### src/rtl/spi_rect_fill.sv
// SPI display rectangle fill: sends the CASET/PASET/RAMWR window header, then
// streams one RGB565 colour over every pixel of the window.
module spi_rect_fill #(
    parameter int         CW        = 9,
    parameter int         HALF      = 1,
    parameter logic [7:0] CMD_CASET = 8'h2A,
    parameter logic [7:0] CMD_PASET = 8'h2B,
    parameter logic [7:0] CMD_RAMWR = 8'h2C
) (
    input  logic          i_clk,
    input  logic          i_rst_n,
    input  logic          i_start,
    input  logic [CW-1:0] i_x1,
    input  logic [CW-1:0] i_x2,
    input  logic [CW-1:0] i_y1,
    input  logic [CW-1:0] i_y2,
    input  logic [15:0]   i_color,
    output logic          o_sclk,
    output logic          o_mosi,
    output logic          o_dc,
    output logic          o_cs,
    output logic          o_busy,
    output logic          o_done
);

    localparam int NW  = 2 * CW + 1;
    localparam int HCW = $clog2(2 * HALF);
    localparam logic [HCW-1:0] HC_LAST = HCW'(2 * HALF - 1);
    localparam logic [HCW-1:0] HC_HIGH = HCW'(HALF);

    typedef enum logic [2:0] {IDLE, LATCH, HDR, PIX, FIN} state_t;

    state_t r_state;
    state_t w_next;

    logic [CW-1:0]  r_x1, r_x2, r_y1, r_y2;
    logic [CW-1:0]  r_xa, r_xb, r_ya, r_yb;
    logic [15:0]    r_color;
    logic [NW-1:0]  r_n;
    logic [HCW-1:0] r_halfCnt;
    logic [2:0]     r_bitCnt;
    logic [3:0]     r_byteIdx;
    logic [NW-1:0]  r_pixCnt;
    logic           r_pixLo;

    logic [CW-1:0]  w_xa, w_xb, w_ya, w_yb;
    logic [CW:0]    w_wSpan, w_hSpan;
    logic [NW-1:0]  w_n;
    logic [15:0]    w_xa16, w_xb16, w_ya16, w_yb16;
    logic           w_byteEnd, w_hdrLast, w_pixLast, w_active;
    logic [7:0]     w_byte;
    logic           w_dc;

    assign w_xa    = (r_x1 <= r_x2) ? r_x1 : r_x2;
    assign w_xb    = (r_x1 <= r_x2) ? r_x2 : r_x1;
    assign w_ya    = (r_y1 <= r_y2) ? r_y1 : r_y2;
    assign w_yb    = (r_y1 <= r_y2) ? r_y2 : r_y1;
    assign w_wSpan = (CW+1)'(w_xb) - (CW+1)'(w_xa) + (CW+1)'(1);
    assign w_hSpan = (CW+1)'(w_yb) - (CW+1)'(w_ya) + (CW+1)'(1);
    assign w_n     = NW'(w_wSpan) * NW'(w_hSpan);

    assign w_xa16 = 16'(r_xa);
    assign w_xb16 = 16'(r_xb);
    assign w_ya16 = 16'(r_ya);
    assign w_yb16 = 16'(r_yb);

    assign w_byteEnd = (r_halfCnt == HC_LAST) && (r_bitCnt == 3'd7);
    assign w_hdrLast = (r_byteIdx == 4'd10);
    assign w_pixLast = r_pixLo && (r_pixCnt == r_n - NW'(1));
    assign w_active  = (r_state == HDR) || (r_state == PIX);

    always_ff @(posedge i_clk or negedge i_rst_n) begin
        if (!i_rst_n) begin
            r_state <= IDLE;
        end else begin
            r_state <= w_next;
        end
    end

    always_comb begin
        w_next = r_state;
        case (r_state)
            IDLE:    if (i_start) w_next = LATCH;
            LATCH:   w_next = HDR;
            HDR:     if (w_byteEnd && w_hdrLast) w_next = PIX;
            PIX:     if (w_byteEnd && w_pixLast) w_next = FIN;
            FIN:     w_next = IDLE;
            default: w_next = IDLE;
        endcase
    end

    // Byte currently on the wire, chosen by header index or pixel half.
    always_comb begin
        w_byte = 8'h00;
        w_dc   = 1'b1;
        if (r_state == PIX) begin
            w_byte = r_pixLo ? r_color[7:0] : r_color[15:8];
        end else begin
            case (r_byteIdx)
                4'd0:    begin w_byte = CMD_CASET; w_dc = 1'b0; end
                4'd1:    w_byte = w_xa16[15:8];
                4'd2:    w_byte = w_xa16[7:0];
                4'd3:    w_byte = w_xb16[15:8];
                4'd4:    w_byte = w_xb16[7:0];
                4'd5:    begin w_byte = CMD_PASET; w_dc = 1'b0; end
                4'd6:    w_byte = w_ya16[15:8];
                4'd7:    w_byte = w_ya16[7:0];
                4'd8:    w_byte = w_yb16[15:8];
                4'd9:    w_byte = w_yb16[7:0];
                default: begin w_byte = CMD_RAMWR; w_dc = 1'b0; end
            endcase
        end
    end

    assign o_cs   = ~w_active;
    assign o_sclk = w_active && (r_halfCnt >= HC_HIGH);
    assign o_mosi = w_active && w_byte[3'd7 - r_bitCnt];
    assign o_dc   = w_active && w_dc;
    assign o_busy = (r_state != IDLE);
    assign o_done = (r_state == FIN);

    // Counters restart in LATCH so each fill begins a fresh header.
    always_ff @(posedge i_clk or negedge i_rst_n) begin
        if (!i_rst_n) begin
            r_x1      <= '0;
            r_x2      <= '0;
            r_y1      <= '0;
            r_y2      <= '0;
            r_color   <= '0;
            r_xa      <= '0;
            r_xb      <= '0;
            r_ya      <= '0;
            r_yb      <= '0;
            r_n       <= '0;
            r_halfCnt <= '0;
            r_bitCnt  <= '0;
            r_byteIdx <= '0;
            r_pixCnt  <= '0;
            r_pixLo   <= 1'b0;
        end else begin
            case (r_state)
                IDLE: begin
                    if (i_start) begin
                        r_x1    <= i_x1;
                        r_x2    <= i_x2;
                        r_y1    <= i_y1;
                        r_y2    <= i_y2;
                        r_color <= i_color;
                    end
                end
                LATCH: begin
                    r_xa      <= w_xa;
                    r_xb      <= w_xb;
                    r_ya      <= w_ya;
                    r_yb      <= w_yb;
                    r_n       <= w_n;
                    r_halfCnt <= '0;
                    r_bitCnt  <= '0;
                    r_byteIdx <= '0;
                    r_pixCnt  <= '0;
                    r_pixLo   <= 1'b0;
                end
                HDR, PIX: begin
                    if (r_halfCnt == HC_LAST) begin
                        r_halfCnt <= '0;
                        r_bitCnt  <= r_bitCnt + 3'd1;
                    end else begin
                        r_halfCnt <= r_halfCnt + HCW'(1);
                    end
                    if (w_byteEnd) begin
                        if (r_state == HDR) begin
                            r_byteIdx <= r_byteIdx + 4'd1;
                        end else begin
                            r_pixLo <= ~r_pixLo;
                            if (r_pixLo) r_pixCnt <= r_pixCnt + NW'(1);
                        end
                    end
                end
                default: ;
            endcase
        end
    end

endmodule

### config.mk
export PLATFORM = sky130hd
export DESIGN_NAME = spi_rect_fill
export DESIGN_NICKNAME = d
export VERILOG_FILES = /design/src/rtl/spi_rect_fill.sv
export SDC_FILE = /design/constraint.sdc
export NUM_CORES = 1
export LEC_CHECK = 0
export ABC_CLOCK_PERIOD_IN_PS = 21000
export BUFFER_PORTS_ARGS = -buffer_cell sky130_fd_sc_hd__buf_2
export CORE_MARGIN = 4
export CORE_UTILIZATION = 57
export DETAILED_ROUTE_END_ITERATION = 6
export GPL_TIMING_DRIVEN = 0
export PLACE_DENSITY = 0.82
export SYNTH_ARGS = -nofsm -noshare
export SYNTH_HDL_FRONTEND = slang
export SYNTH_SLANG_ARGS = --single-unit
### constraint.sdc
create_clock -name i_clk -period 21 [get_ports i_clk]
set_input_delay 3.15 -clock i_clk [delete_from_list [all_inputs] [get_ports i_clk]]
set_output_delay 3.15 -clock i_clk [all_outputs]
set_load 0.01 [all_outputs]
---- Word-level counts from Yosys, hierarchy flattened ----
Index checks and enable logic that the tools add are counted.
word-level totals
  flip-flop bits (word level) ............. 138
  bits of input ports ..................... 55
operators by class
  add/subtract/negate cells ............... 10
  multipliers ............................. 1
  $lt $le $gt $ge ......................... 4
  equal/unequal tests ..................... 24
  muxes and demuxes ....................... 29
  bitwise operators ....................... 2
  reductions and logical operators ........ 20
operators with widths
  cell                                                                  count
  8-bit case mux with 10 select lines                                   1
  19-bit two-way mux                                                    3
  19-bit case mux with 2 select lines                                   1
  9-bit two-way mux                                                     4
  10-bit by 1-bit adder with 10-bit output, second input constant       2
  9-bit by 9-bit subtractor with 10-bit output                          2
  19-bit by 1-bit adder with 19-bit output, second input constant       1
  19-bit == test                                                        1
  10-bit by 10-bit multiplier with 19-bit output                        1
  19-bit by 1-bit subtractor with 19-bit output, second input constant  1
  9-bit <= comparator                                                   2
  4-bit by 3-bit == test with 1-bit output, second input constant       4
  8-bit two-way mux                                                     2
  4-bit == test, second input constant                                  3
  3-bit two-way mux                                                     4
  2-bit != test, second input constant                                  6
  3-bit case mux with 4 select lines                                    1
  3-bit AND reduction                                                   3
  4-bit by 2-bit == test with 1-bit output, second input constant       2
  4-bit two-way mux                                                     2
  4-bit case mux with 2 select lines                                    1
  8-bit OR reduction                                                    1
  1-bit logical AND                                                     7
  3-bit by 2-bit == test with 1-bit output, second input constant       2
  23 further kinds                                                      33

---- Longest topological paths before layout ----
  depth after elaboration ................. 6
  depth in mapped cells ................... 40
  depth with buffers taken out ............ 37

---- Least setup slack after synthesis ----
No wires, ideal clock.
  path kind ............................... reg-to-reg
  start ................................... register r_y1[4]
  end ..................................... register r_n[18]
  setup time .............................. 125 ps
  arrival time ............................ 8220 ps
  required time ........................... 20875 ps
  slack ................................... 12655 ps
  cell stages (with the launch flop) ...... 37
  buffers on the path ..................... 2
  clock period less this slack ............ 8345 ps
  cell sequence ........................... dfrtp_1 -> ha_1 -> a21oi_1 -> a21boi_1 -> o31ai_2 -> a22oi_2 -> clkbuf_1 -> clkbuf_1 -> nand2_1 -> o21ai_0 -> ha_1 -> inv_1 -> fa_1 -> o21ai_0 -> a21o_1 -> nand2_1 -> a21oi_1 -> xnor2_1 -> nand2_1 -> fa_1 -> fa_1 -> inv_1 -> fa_1 -> fa_1 -> inv_1 -> fa_1 -> inv_1 -> ha_1 -> o21ai_0 -> nor2_1 -> a221o_1 -> o41ai_2 -> o21ai_1 -> nand2_1 -> a21oi_1 -> nor4_1 -> nand2_1
on the way
  word-level cells in the longest chain between the ends .. 5
  elaborated cells on any way between the ends .. 6
  those cells by class .................... add/sub: 2; mul: 1; order compare: 1; mux: 2
ends and longest elaborated chain
  element                                             RTL line  text
  from (decl)                                         36        logic [CW-1:0] r_x1, r_x2, r_y1, r_y2;
  from (signal assigned)                              146       r_y1 <= i_y1;
  9-bit <= comparator                                 56, 57
  9-bit two-way mux (on tied branches)                57, 56
  9-bit by 9-bit subtractor with 10-bit output (*)    59        assign w_hSpan = (CW+1)'(w_yb) - (CW+1)'(w_ya) + (CW+1)'(1);
  10-bit by 1-bit adder with 10-bit output (*)        59
  10-bit by 10-bit multiplier with 19-bit output (*)  60        assign w_n = NW'(w_wSpan) * NW'(w_hSpan);
  to (signal assigned)                                156       r_n <= w_n;
  to (decl)                                           39        logic [NW-1:0] r_n;
Mark *: on every way between the ends. The rest lies on a longest branch, timed or not.
A chain may end at the register's enable or synchronous reset.

---- Worst setup path in the final report ----
Same ends and word-level chain as after synthesis.

==> qor.yml <==
final_layout:
  fin_nets: 1576
  fillCellCount: 1671
  n_antenna_cell: 0
  drive_above_1_share_pct: 11.6
  layout_commonest_cell: "nand2_1"
  multi_input_area_um2: 7330
  syn_to_final_growth_pct: 10.8
  layout.area.seq_um2: 3450
  mostFrequentLayoutCells: "nand2_1, dfrtp_1, nor2_1"
synth:
  avgSynthCellArea_um2: 8.94
  netlist_top_cells_area: "dfrtp_1, fa_1, ha_1, nand2_1, nor2_1"
  syn-cell-area_um2: 11500
  synth_nets: 1496
  synth-seq-cells: 138
  synth-edff-count: 0
  synthCells: 1283
  ys_warn_count: 0
  ys_seq_area_share_pct: 30.1
  yosys.area.top_type: "dfrtp_1"
  netlist.area_leader.share_pct: 30.1
  async_reset_ff_share_pct: 100
  synth.distinct_cells: 73
  synthFlopType: "dfrtp_1"
worst_setup_path:
  cp-startpoint: "r_y1[4]"
  cp_max_fo: 10
  worstReg2RegStart: "r_y1[4]"
  crit_type: "flip-flop to flip-flop"
  crit_path_frequent_cell: "fa_1"
  crit_end: "r_n[18]"
  critPathArrivalTime_ns: 10.43
  critPathBufInv: 6
  r2r_slack_ns: 10.87
  crit_family: "adder cells"
  cp.depth: 36
  reg2reg_to: "r_n[18]"
  cpPeakStageDelay_ns: 0.57
  crit_path_top_delay_cell: "fa_1"
  crit_path_end_kind: "flip-flop"
  crit_required_ns: 21.30
  cp-start-kind: "flip-flop"
  reg2reg_depth: 36
drt:
  antenna_left: 0
  dr.pass1.iters: 6
  drt-total-wl_um: 28700
  vias: 9667
  routed_via_density: 5.89
  wl_per_cell_um: 17.5
  drtIter0Drc: 927
  remaining_drc_errors: 0
grt:
  grt_max_degree: 78
  grt_pass1_wl_um: 47000
  grtUsageTotal_pct: 26.4
  antenna_found_initial: 1
  gr-total-overflow: 0
  grt_pass1_vias: 9370
clock_tree:
  root_buffer: "clkbuf_16"
  cts_buffer_depth: 2
  h-tree-depth: 4
  cts_tree: "done"
  post_cts_buffers: 0
  ctsHoldBuffers: 0
  clock-sinks: 138
  cts.clk_slew.worst_paths_ns: 0.07
  clkLatencyLatePin_ns: 0.43
  cts_resized: 0
  cts_buffers: 17
sta:
  setup_violations: 0
  drv_slew: 0
  worstMarginPinSlew_ns: 1.06
  tns_ns: 0
  rsz0062_at_grt: "no"
  finClkSkew_ns: 0.00822
  slew_headroom_pct: 29.0
  max_freq_mhz: 98.7
  hold_violations: 0
  post-route-min-period_ns: 10.13
  period_share_pct: 48.2
place:
  hpwl_um: 22300
  place.gp.congestion: 0.937
  place.port_buffers: 60
worst_hold_path:
  hold_class: "flip-flop to flip-flop"
floorplanning:
  fp.dieArea_um2: 22500
  start_util_pct: 58.4
  num_io_pins: 61
  core-area_um2: 19700
  die_y_um: 150
  num_rows: 51
  die_w_um: 150
flow_run:
  max_cap_viol_count: 0
outcome:
  status: "complete, no violations"
==> synthesized netlist by cell type (37+ instances only) <==
cell and number:
nand2_1 161, nor2_1 126, xor2_1 37, a21oi_1 45, ha_1 95, mux2_2 38
dfrtp_1 138, o21ai_0 90, inv_1 122, fa_1 63, clkbuf_1 40, xnor2_1 44
==> sequential cells by signal, summed over array words and instances (netlist names) <==
name and cells:
r_bitCnt 3, r_byteIdx 4, r_color 16, r_halfCnt 1
r_n 19, r_pixCnt 19, r_pixLo 1, r_state 3
r_x1 9, r_x2 9, r_xa 9, r_xb 9
r_y1 9, r_y2 9, r_ya 9, r_yb 9
==> logic make-up after synthesis <==
kind of cell,count (synthesis),synth area share [%]
AOI/OAI and AO/OA,249,13.6
xor gates and xnor gates,81,6.18
adders and majority gates,158,21.3
buffers and inverters,175,6.05
DFF,138,30.1
muxes,52,5.50
and+or+nand+nor,430,17.3
==> worst min path at each step <==
stage	startpoint	to	slack [ns]	cells past startpoint
6_report	r_yb[3]	r_yb[3]	0.49	2
5_1_grt	r_ya[0]	r_ya[0]	0.52	2
4_1_cts	r_yb[3]	r_yb[3]	0.49	2
3_5_place_dp	r_ya[8]	r_ya[8]	0.47	2
3_3_place_gp	r_ya[0]	r_ya[0]	0.47	2
2_1_floorplan	r_ya[0]	r_ya[0]	0.44	2
==> tightest hold or removal path, stage by stage, from the launching register on <==
cell     delay, ns
dfrtp_1       0.35
nand2_1       0.05
o21ai_0       0.06
==> final cells by class <==
class,count,share of cell area (%)
clock inverters,14,1.07
multi-input cells,970,57.6
well taps,265,2.61
clock buffers,18,3.45
plain buffers,53,1.86
repair buffers,61,2.63
inverters,122,3.60
flip-flops and latches,138,27.2
==> routing by layer <==
layer  up-vias  wire length (µm)  track usage, %
met5         -                13               0
li1       4509                 -               -
met2       395             13300            41.4
met4         2               864            9.38
met3        71              2240            5.00
met1      4690             12300            36.9
==> stage by stage <==
step           instances  setup slack (ns)  hold slack, ns  instance area, µm²  utilization [%]
2_1_floorplan       1283             12.65           0.444               11500                -
3_3_place_gp        1608             11.17           0.466               12100             61.6
3_5_place_dp        1609             11.04           0.474               12100             61.8
4_1_cts             1641             10.93           0.495               12700             64.7
5_1_grt             1641             10.25           0.523               12700             64.7
6_report            1641             10.87           0.486               12700             64.7
Power is left out: the tool's default activity adds up to more than one toggle a clock period on the data nets, which glitch-free logic cannot reach.
